File: config.mk
export PLATFORM = sky130hd
export DESIGN_NAME = mmio_console_uart_flat
export DESIGN_NICKNAME = d
export VERILOG_FILES = /design/src/rtl/mmio_pkg.sv /design/src/rtl/mmio_console_uart_if.sv /design/src/rtl/sync_fifo.sv /design/src/rtl/mmio_console_uart.sv /design/src/flat_wrapper.sv
export SDC_FILE = /design/constraint.sdc
export NUM_CORES = 1
export LEC_CHECK = 0
export CAP_MARGIN = 30
export CORE_UTILIZATION = 35
export CTS_CLUSTER_DIAMETER = 120
export DETAILED_ROUTE_END_ITERATION = 12
export PLACE_DENSITY_LB_ADDON = 0.08
export SYNTH_ARGS = -nofsm -noshare
export SYNTH_HDL_FRONTEND = slang
export SYNTH_HIERARCHICAL = 1
export SYNTH_SLANG_ARGS = --single-unit
File: constraint.sdc
create_clock -name clk -period 4.53 [get_ports clk]
set_input_delay 0.453 -clock clk [delete_from_list [all_inputs] [get_ports clk]]
set_output_delay 0.453 -clock clk [all_outputs]
set_load 0.01 [all_outputs]
File: src/rtl/mmio_pkg.sv
// Shared definitions for the MMIO console/finish peripheral: default register
// addresses and the UART transmitter state encoding.
package mmio_pkg;

  localparam logic [31:0] CONSOLE_ADDR_DEF = 32'h0020_0000;
  localparam logic [31:0] FINISH_ADDR_DEF  = 32'h1000_0000;

  typedef enum logic [1:0] {
    IDLE  = 2'd0,
    START = 2'd1,
    DATA  = 2'd2,
    STOP  = 2'd3
  } uart_state_e;

endpackage

File: src/rtl/mmio_console_uart_if.sv
// DCCM store snoop port seen by the console peripheral.
//
// Handshake: dccm_wen is the valid strobe for one store (address and data
// qualify with it). mmio_stall is the inverse of ready: a store transfers on
// a rising clk edge where dccm_wen=1 and mmio_stall=0; while mmio_stall=1 the
// LSU holds dccm_wen, dccm_waddr and dccm_wdata stable.
interface mmio_console_uart_if #(
  parameter int XLEN = 32
) ();

  logic            dccm_wen;
  logic [XLEN-1:0] dccm_waddr;
  logic [XLEN-1:0] dccm_wdata;
  logic            mmio_stall;

  // LSU side: drives stores, receives back-pressure.
  modport master (
    output dccm_wen,
    output dccm_waddr,
    output dccm_wdata,
    input  mmio_stall
  );

  // Peripheral side: snoops stores, returns back-pressure.
  modport slave (
    input  dccm_wen,
    input  dccm_waddr,
    input  dccm_wdata,
    output mmio_stall
  );

endinterface

File: src/rtl/sync_fifo.sv
// Single-clock FIFO with extra-MSB pointers; push and pop may coincide,
// including a push on a full FIFO when a pop happens in the same cycle.
module sync_fifo #(
  parameter int WIDTH = 8,
  parameter int DEPTH = 16
) (
  input  logic             clk,
  input  logic             rst_n,
  input  logic             push,
  input  logic             pop,
  input  logic [WIDTH-1:0] wdata,
  output logic [WIDTH-1:0] rdata,
  output logic             full,
  output logic             empty
);

  localparam int AW = $clog2(DEPTH);

  logic [WIDTH-1:0] mem_q [DEPTH];
  logic [AW:0]      wr_ptr_q, wr_ptr_d;
  logic [AW:0]      rd_ptr_q, rd_ptr_d;
  logic             wr_en;
  logic             rd_en;

  // Equal indices with differing wrap bits means the writer lapped the reader.
  assign empty = (wr_ptr_q == rd_ptr_q);
  assign full  = (wr_ptr_q[AW] != rd_ptr_q[AW]) &&
                 (wr_ptr_q[AW-1:0] == rd_ptr_q[AW-1:0]);
  assign rdata = mem_q[rd_ptr_q[AW-1:0]];

  // A full FIFO still takes a push when the head leaves in the same cycle.
  assign wr_en = push && (!full || pop);
  assign rd_en = pop && !empty;

  // Pointer advance.
  always_comb begin
    wr_ptr_d = wr_ptr_q;
    rd_ptr_d = rd_ptr_q;
    if (wr_en) wr_ptr_d = wr_ptr_q + (AW+1)'(1);
    if (rd_en) rd_ptr_d = rd_ptr_q + (AW+1)'(1);
  end

  // Pointer registers with synchronous reset.
  always_ff @(posedge clk) begin
    if (!rst_n) begin
      wr_ptr_q <= '0;
      rd_ptr_q <= '0;
    end else begin
      wr_ptr_q <= wr_ptr_d;
      rd_ptr_q <= rd_ptr_d;
    end
  end

  // Storage array; contents need no reset because the pointers gate reads.
  always_ff @(posedge clk) begin
    if (wr_en) mem_q[wr_ptr_q[AW-1:0]] <= wdata;
  end

endmodule

File: src/rtl/mmio_console_uart.sv
// Console + finish peripheral snooping DCCM stores. Console bytes queue in a
// FIFO and leave on an 8N1 UART; a finish write latches a sticky exit code.
// Build option: define MMIO_CONSOLE_STALL_EN to back-pressure the LSU instead
// of dropping bytes when the console FIFO is full.
module mmio_console_uart
  import mmio_pkg::*;
#(
  parameter int              XLEN         = 32,
  parameter logic [XLEN-1:0] CONSOLE_ADDR = CONSOLE_ADDR_DEF,
  parameter logic [XLEN-1:0] FINISH_ADDR  = FINISH_ADDR_DEF,
  parameter int              FIFO_DEPTH   = 16,
  parameter int              CLKS_PER_BIT = 868
) (
  input  logic                clk,
  input  logic                rst_n,
  mmio_console_uart_if.slave  dccm,
  output logic                uart_tx,
  output logic                console_busy,
  output logic [7:0]          drop_cnt,
  output logic                finish,
  output logic [XLEN-1:0]     finish_code,
  output uart_state_e         tx_state
);

  localparam int              BAUD_W    = $clog2(CLKS_PER_BIT);
  localparam logic [BAUD_W-1:0] BAUD_LAST = BAUD_W'(CLKS_PER_BIT - 1);

  uart_state_e       state_q, state_d;
  logic [BAUD_W-1:0] baud_q, baud_d;
  logic [2:0]        bit_idx_q, bit_idx_d;
  logic [7:0]        shift_q, shift_d;
  logic              tx_q, tx_d;
  logic [7:0]        drop_q, drop_d;
  logic              finish_q, finish_d;
  logic [XLEN-1:0]   code_q, code_d;

  logic              console_hit;
  logic              finish_hit;
  logic              push_req;
  logic              pop;
  logic              drop_ev;
  logic              stall;
  logic              baud_last;
  logic              fifo_full;
  logic              fifo_empty;
  logic [7:0]        fifo_rdata;

  assign console_hit = dccm.dccm_wen && (dccm.dccm_waddr == CONSOLE_ADDR);
  assign finish_hit  = dccm.dccm_wen && (dccm.dccm_waddr == FINISH_ADDR);

`ifdef MMIO_CONSOLE_STALL_EN
  // Hold the LSU only while a full FIFO cannot drain this cycle from IDLE.
  assign stall = fifo_full && (state_q != IDLE);
`else
  assign stall = 1'b0;
`endif

  assign dccm.mmio_stall = stall;
  assign push_req        = console_hit && !stall;
  assign drop_ev         = push_req && fifo_full && !pop;

  sync_fifo #(
    .WIDTH (8),
    .DEPTH (FIFO_DEPTH)
  ) u_fifo (
    .clk   (clk),
    .rst_n (rst_n),
    .push  (push_req),
    .pop   (pop),
    .wdata (dccm.dccm_wdata[7:0]),
    .rdata (fifo_rdata),
    .full  (fifo_full),
    .empty (fifo_empty)
  );

  assign baud_last = (baud_q == BAUD_LAST);

  // TX next-state: frame sequencing, FIFO pop and the registered line level.
  always_comb begin
    state_d   = state_q;
    baud_d    = baud_q;
    bit_idx_d = bit_idx_q;
    shift_d   = shift_q;
    pop       = 1'b0;
    case (state_q)
      IDLE: begin
        baud_d = '0;
        if (!fifo_empty) begin
          pop     = 1'b1;
          shift_d = fifo_rdata;
          state_d = START;
        end
      end
      START: begin
        if (baud_last) begin
          baud_d    = '0;
          bit_idx_d = 3'd0;
          state_d   = DATA;
        end else begin
          baud_d = baud_q + BAUD_W'(1);
        end
      end
      DATA: begin
        if (baud_last) begin
          baud_d = '0;
          if (bit_idx_q == 3'd7) state_d = STOP;
          else                   bit_idx_d = bit_idx_q + 3'd1;
        end else begin
          baud_d = baud_q + BAUD_W'(1);
        end
      end
      STOP: begin
        if (baud_last) begin
          baud_d = '0;
          // Chain straight into the next frame so queued bytes leave gap-free.
          if (!fifo_empty) begin
            pop     = 1'b1;
            shift_d = fifo_rdata;
            state_d = START;
          end else begin
            state_d = IDLE;
          end
        end else begin
          baud_d = baud_q + BAUD_W'(1);
        end
      end
      default: begin
        state_d = IDLE;
        baud_d  = '0;
      end
    endcase

    // Line level follows the state being entered, so uart_tx is a flop.
    case (state_d)
      START:   tx_d = 1'b0;
      DATA:    tx_d = shift_d[bit_idx_d];
      default: tx_d = 1'b1;
    endcase
  end

  // Sticky finish capture and saturating drop counter.
  always_comb begin
    finish_d = finish_q;
    code_d   = code_q;
    drop_d   = drop_q;
    if (finish_hit && !finish_q) begin
      finish_d = 1'b1;
      code_d   = dccm.dccm_wdata;
    end
    if (drop_ev && (drop_q != 8'hFF)) drop_d = drop_q + 8'd1;
  end

  // State registers with synchronous active-low reset.
  always_ff @(posedge clk) begin
    if (!rst_n) begin
      state_q   <= IDLE;
      baud_q    <= '0;
      bit_idx_q <= '0;
      shift_q   <= '0;
      tx_q      <= 1'b1;
      drop_q    <= '0;
      finish_q  <= 1'b0;
      code_q    <= '0;
    end else begin
      state_q   <= state_d;
      baud_q    <= baud_d;
      bit_idx_q <= bit_idx_d;
      shift_q   <= shift_d;
      tx_q      <= tx_d;
      drop_q    <= drop_d;
      finish_q  <= finish_d;
      code_q    <= code_d;
    end
  end

  assign uart_tx      = tx_q;
  assign console_busy = !fifo_empty || (state_q != IDLE);
  assign drop_cnt     = drop_q;
  assign finish       = finish_q;
  assign finish_code  = code_q;
  assign tx_state     = state_q;

endmodule

File: src/flat_wrapper.sv
// flat-port wrapper written by rule: the top's interface ports become plain ports
module mmio_console_uart_flat import mmio_pkg::*;
#(
  parameter int              XLEN         = 32,
  parameter logic [XLEN-1:0] CONSOLE_ADDR = CONSOLE_ADDR_DEF,
  parameter logic [XLEN-1:0] FINISH_ADDR  = FINISH_ADDR_DEF,
  parameter int              FIFO_DEPTH   = 16,
  parameter int              CLKS_PER_BIT = 868
)
  (clk, rst_n, uart_tx, console_busy, drop_cnt, finish, finish_code, tx_state, dccm_dccm_wen, dccm_dccm_waddr, dccm_dccm_wdata, dccm_mmio_stall);
  mmio_console_uart_if #(.XLEN(XLEN)) dccm_i ();
  input  logic clk;
  input  logic rst_n;
  output logic uart_tx;
  output logic console_busy;
  output logic [7:0] drop_cnt;
  output logic finish;
  output logic [XLEN-1:0] finish_code;
  output uart_state_e tx_state;
  input wire logic [$bits(dccm_i.dccm_wen)-1:0] dccm_dccm_wen;
  input wire logic [$bits(dccm_i.dccm_waddr)-1:0] dccm_dccm_waddr;
  input wire logic [$bits(dccm_i.dccm_wdata)-1:0] dccm_dccm_wdata;
  output wire logic [$bits(dccm_i.mmio_stall)-1:0] dccm_mmio_stall;
  assign dccm_i.dccm_wen = dccm_dccm_wen;
  assign dccm_i.dccm_waddr = dccm_dccm_waddr;
  assign dccm_i.dccm_wdata = dccm_dccm_wdata;
  assign dccm_mmio_stall = dccm_i.mmio_stall;
  mmio_console_uart #(.XLEN(XLEN), .CONSOLE_ADDR(CONSOLE_ADDR), .FINISH_ADDR(FINISH_ADDR), .FIFO_DEPTH(FIFO_DEPTH), .CLKS_PER_BIT(CLKS_PER_BIT)) u_core (.clk(clk), .rst_n(rst_n), .dccm(dccm_i), .uart_tx(uart_tx), .console_busy(console_busy), .drop_cnt(drop_cnt), .finish(finish), .finish_code(finish_code), .tx_state(tx_state));
endmodule
==> reports/metrics.yaml, run 1 <==
run_status:
  status: "complete, no violations"
clocking:
  path_clk_slew_ns: 0.06
  cts_setup_buffers: 0
  clk_path_buf_depth: 3
  htreeDepth: 1
  cts_num_sinks: 207
  insertion_delay_ns: 0.51
  hold_buffers: 0
  cts_tree: "built"
  numCtsBuffers: 23
  clock-root-buffer: "clkbuf_16"
  cts_resized: 0
detailed_routing:
  vias_per_cell: 5.00
  remaining_drc_errors: 0
  drt-pass1-iter-count: 4
  drtIter0Drc: 275
  wire_per_inst_um: 19.5
  wl_mm: 20.1
  vias: 5159
  drtAntennaViolNets: 0
yosys:
  async_flop_share: 0
  ys_ff_latch: 207
  synth-edff-count: 128
  syn_inst: 573
  syn_nets: 653
  synth_cell_types: 57
  ys_seq_area_frac: 0.629
  yosysWarnings: 6
  ys.flop_type: "edfxtp_1"
  netlist_area_sq_mm: 0.00862
  synth_area_per_cell_sq_um: 15.0
floorplanning:
  ios: 113
  core-area_sq_mm: 0.0242
  initial_core_util: 0.356
  dieHeight_um: 159
  rows: 57
  die-area_sq_mm: 0.0253
  die_w_um: 159
grt:
  grt_start_max_net_pins: 55
  grt_use_met3: 0.0333
  grt_util_met2: 0.256
  grt_antenna_before_repair: 0
  grt_pass1_vias: 5190
  grt_pass1_wl_mm: 30.5
  grt-ovfl-total: 0
  grt_util_all_layers: 0.158
  grt_use_met1: 0.214
  busiest_layer: "met2"
setup_path:
  cp_data_required_time_ns: 4.69
  arrival_ns: 3.43
  path_buf_inv: 1
  critical_path.top_delay_family: "simple AND/OR/NAND/NOR gates"
  critPathMaxStageDelay_ns: 0.62
  cp-start-kind: "flop"
  crit_type: "flop to flop"
  cp-end-kind: "flop"
  cpMaxStageDelayCell: "a21boi_2"
  path_cells: "xor2_1 -> nor4_4 -> and2_1 -> nor3_1 -> buf_4 -> nor2_1 -> a21boi_2 -> and3_1"
  crit_fanout: 16
layout:
  drive_gt1_frac: 0.117
  multi_input_area_sq_mm: 0.00301
  syn2layout_area_growth_pct: 26.4
  final_area_sq_mm: 0.0109
  n_antenna_cell: 0
  fillers: 2160
  final_common_cell: "edfxtp_1"
  final-seq-area_sq_mm: 0.00543
  fin_nets: 770
  fin_util: 0.449
  final_cell_mix: "128 x edfxtp_1, 111 x clkdlybuf4s50_1, 78 x dfxtp_1"
placement:
  gp_congestion: 0.803
  place_area_sq_mm: 0.0100
  place_hpwl_mm: 13.6
  portBuffers: 111
power_and_ir_drop:
  power_mw: 4.36
  powerDensity_mw_per_mm2: 400
  p_leak_nw: 3.67
  irDropWorstVdd_uv: 249
timing:
  tightest_slew_ns: 0.960
  max_slew_margin: 0.360
  fin_skew_ns: 0.0134
  grt_setup_unrepaired: "false"
  drv_slew: 0
  fin_crit_sh: 0.722
  fmax_mhz: 306
  finalHoldViolCount: 0
  tns_ns: 0
  period_minus_slack_ns: 3.27
  setup_viol: 0
job:
  max_cap_violations: 0
worst_hold_path:
  hold_path.class: "flop to flop"
-- sequential cells by signal (all words and copies together), names as in the netlist, 2 cells and up, named ones only --
signal and cells:
u_core/finish_code 32, u_core/shift_q 8, u_core/drop_cnt 8, u_core/u_fifo/mem_q 128, u_core/u_fifo/wr_ptr_q 5, u_core/tx_state 2
u_core/bit_idx_q 3, u_core/u_fifo/rd_ptr_q 5, u_core/baud_q 10
-- power by group --
group | internal, mW | switching [mW] | total, mW | leakage, nW
Combinational | 0.144 | 0.172 | 0.316 | 1.48
Sequential | 2.01 | 0.0141 | 2.03 | 1.79
Clock | 1.26 | 0.760 | 2.02 | 0.405
-- metrics by stage --
step	hold WS, ns	std cells	setup slack [ns]
global placement	0.442	988	1.16
finish	0.464	1031	1.26
detailed placement	0.455	988	1.12
floorplan	0.426	573	1.66
CTS	0.469	1030	1.26
global route	0.510	1031	1.06
-- cells in the mapped netlist, drive strengths merged (10+ instances only) --
cell type	count	area [sq um]
a22oi	10	75.1
a21oi	11	55.1
mux4	40	991
and2	14	87.6
and3	14	87.6
nand2	16	62.6
clkbuf	12	45.0
edfxtp	128	3840
buf	15	115
ha	13	163
xor2	15	131
mux2i	38	380
nor2	69	259
nand3	15	75.1
dfxtp	79	1580
-- cell type report --
| class | instances | area share |
|---|---|---|
| clock buffers | 28 | 0.0564 |
| clock inverters | 14 | 0.0199 |
| inverters | 9 | 0.00310 |
| multi-input cells | 330 | 0.276 |
| flip-flops and latches | 207 | 0.498 |
| well taps | 324 | 0.0372 |
| repair buffers | 119 | 0.109 |
-- cells by family after synthesis --
logic type      synth area share
simple gates               0.113
fa+ha+maj                 0.0189
buf+inv                   0.0225
xor+xnor                  0.0234
flops                      0.629
compound gates            0.0322
mux                        0.160
other cells             0.000435
-- metal layers --
metal | routed length [um] | vias to the layer above
li1 | - | 2418
met1 | 9170 | 2540
met2 | 9220 | 172
met3 | 1260 | 29
met4 | 433 | 0
met5 | 0 | -
-- worst paths after layout --
kind	end	depth (start not counted)	start	slack, ns
min reg2reg	u_core/baud_q[0]$_SDFF_PP0_	1	u_core/baud_q[0]$_SDFF_PP0_	0.46
min	u_core/baud_q[0]$_SDFF_PP0_	1	u_core/baud_q[0]$_SDFF_PP0_	0.46
max reg2reg	u_core/u_fifo/mem_q[2][3]$_DFFE_PP_	8	u_core/u_fifo/wr_ptr_q[2]$_SDFFE_PN0P_	1.26
max	u_core/u_fifo/mem_q[2][3]$_DFFE_PP_	8	u_core/u_fifo/wr_ptr_q[2]$_SDFFE_PN0P_	1.26
Note: power is estimated with default switching activity, not from simulation.
==> inputs of run 2 (changes only) <==
Clock period 4.53 ns to 3.34 ns, I/O delays scaled along.
==> run 2 against run 1 <==
Net effect: design area shrank 0.88%; largest power group unchanged; combinational power rose by 36%; utilization decreased by 0.40 points; count of clock-buffer cells in the layout fell by 2; wire length decreased by 1.6%; register-to-register slack worse by 0.79 ns.
==> reports/metrics.yaml, run 2 (synthesized netlist as in run 1, its figures left out) <==
run_status:
  status: "complete, no violations"
timing:
  tns_ns: 0
  fin_crit_sh: 0.858
  setup_slack_ns: 0.474
  max_slew_margin: 0.483
  finalHoldViolCount: 0
  tightest_slew_ns: 0.774
  drv_slew: 0
  fin_skew_ns: 0.0118
  fmax_mhz: 349
  period_minus_slack_ns: 2.87
  setup_viol: 0
  grt_setup_unrepaired: "false"
power_and_ir_drop:
  p_leak_nw: 3.63
  p_clk_frac: 0.422
  intPower_mw: 4.26
  sw_frac_of_total: 0.224
  power.switching_mw: 1.23
  power_frac_comb: 0.078
  powerDensity_mw_per_mm2: 509
  irDropWorstVdd_uv: 358
  pwr-share-seq: 0.500
floorplanning:
  rows: 57
  ios: 113
  core-area_sq_mm: 0.0242
  initial_core_util: 0.356
  die-area_sq_mm: 0.0253
  die_w_um: 159
  dieHeight_um: 159
grt:
  grt-ovfl-total: 0
  grt_pass1_wl_mm: 30.6
  grt_antenna_before_repair: 2
  grt_pass1_vias: 5279
  grt_start_max_net_pins: 45
  grt_util_all_layers: 0.157
detailed_routing:
  drt-pass1-iter-count: 4
  remaining_drc_errors: 0
  drtAntennaViolNets: 0
  wl_mm: 19.7
  wire_per_inst_um: 19.0
  vias_per_cell: 5.05
  drtIter0Drc: 240
  vias: 5239
clocking:
  cts_resized: 0
  hold_buffers: 0
  numCtsBuffers: 23
  htreeDepth: 1
  cts_setup_buffers: 0
  insertion_delay_ns: 0.50
  clock-root-buffer: "clkbuf_16"
  cts_tree: "built"
  cts_num_sinks: 207
  clk_path_buf_depth: 3
  path_clk_slew_ns: 0.06
layout:
  drive_gt1_frac: 0.117
  fillers: 2166
  final_common_cell: "edfxtp_1"
  final_cell_mix: "128 x edfxtp_1, 111 x clkdlybuf4s50_1, 78 x dfxtp_1"
  syn2layout_area_growth_pct: 25.3
  largest_reg_flops: 128
  fin_nets: 776
setup_path:
  cp-start-kind: "flop"
  crit_fanout: 16
  crit_type: "flop to flop"
  cp_data_required_time_ns: 3.49
  cp-end-kind: "flop"
  arrival_ns: 3.01
placement:
  place_ws_ns: 0.412
  gp_congestion: 0.805
  place_hpwl_mm: 13.5
  portBuffers: 111
worst_hold_path:
  hold_path.class: "input port to flop"
job:
  max_cap_violations: 0
## run 2: per-stage QoR
step / instances / area, sq um / utilization / power (mW) / hold WS (ns)
5_1_grt: 1036 / 10800 / 0.445 / 5.72 / 0.472
6_report: 1038 / 10800 / 0.445 / 5.50 / 0.458
3_5_place_dp: 995 / 10100 / 0.417 / 3.24 / 0.458
4_1_cts: 1036 / 10800 / 0.445 / 5.58 / 0.445
2_1_floorplan: 573 / 8620 / - / 3.02 / 0.426
3_3_place_gp: 995 / 10100 / 0.417 / 3.23 / 0.439
## run 2: power groups by stage
stage	registers [mW]	logic, mW	clock network [mW]
floorplan	2.80	0.214	0
global placement	2.80	0.431	0
detailed placement	2.80	0.435	0
CTS	2.75	0.435	2.39
global route	2.75	0.475	2.50
finish	2.75	0.430	2.32
## run 2: path summary, 6_finish.rpt
check                                          from                                   to  slack, ns  cells after the start
max          u_core/u_fifo/wr_ptr_q[2]$_SDFFE_PN0P_  u_core/u_fifo/mem_q[5][1]$_DFFE_PP_       0.47                      8
min                             dccm_dccm_wdata[13]  u_core/finish_code[13]$_SDFFE_PN0P_       0.46                      3
max reg2reg  u_core/u_fifo/wr_ptr_q[2]$_SDFFE_PN0P_  u_core/u_fifo/mem_q[5][1]$_DFFE_PP_       0.47                      8
min reg2reg             u_core/baud_q[0]$_SDFF_PP0_          u_core/baud_q[0]$_SDFF_PP0_       0.47                      1
## run 2: worst max-delay path, stage by stage, from the launching register on
cell	delay (ns)
dfxtp_1	0.53
xor2_1	0.27
nor4_4	0.06
and2_1	0.25
nor3_1	0.36
nor2_1	0.18
a21boi_2	0.17
buf_4	0.21
and3_1	0.46
## run 2: per-layer routing
layer	global-route usage	vias up	part of all wire
li1	-	2430	-
met1	0.210	2599	0.44
met2	0.250	180	0.46
met3	0.0365	30	0.071
met4	0.0529	0	0.023
met5	0	-	0
## run 2: cell type report
type | instances | area [sq um] | share of cell area
antenna | 2 | 5.00 | 0.000463
tap | 324 | 405 | 0.0375
multi-input combinational | 330 | 3010 | 0.279
clock inverter | 15 | 105 | 0.00973
inverter | 9 | 33.8 | 0.00313
sequential | 207 | 5430 | 0.502
clock buffer | 26 | 587 | 0.0543
timing repair buffer | 125 | 1230 | 0.114
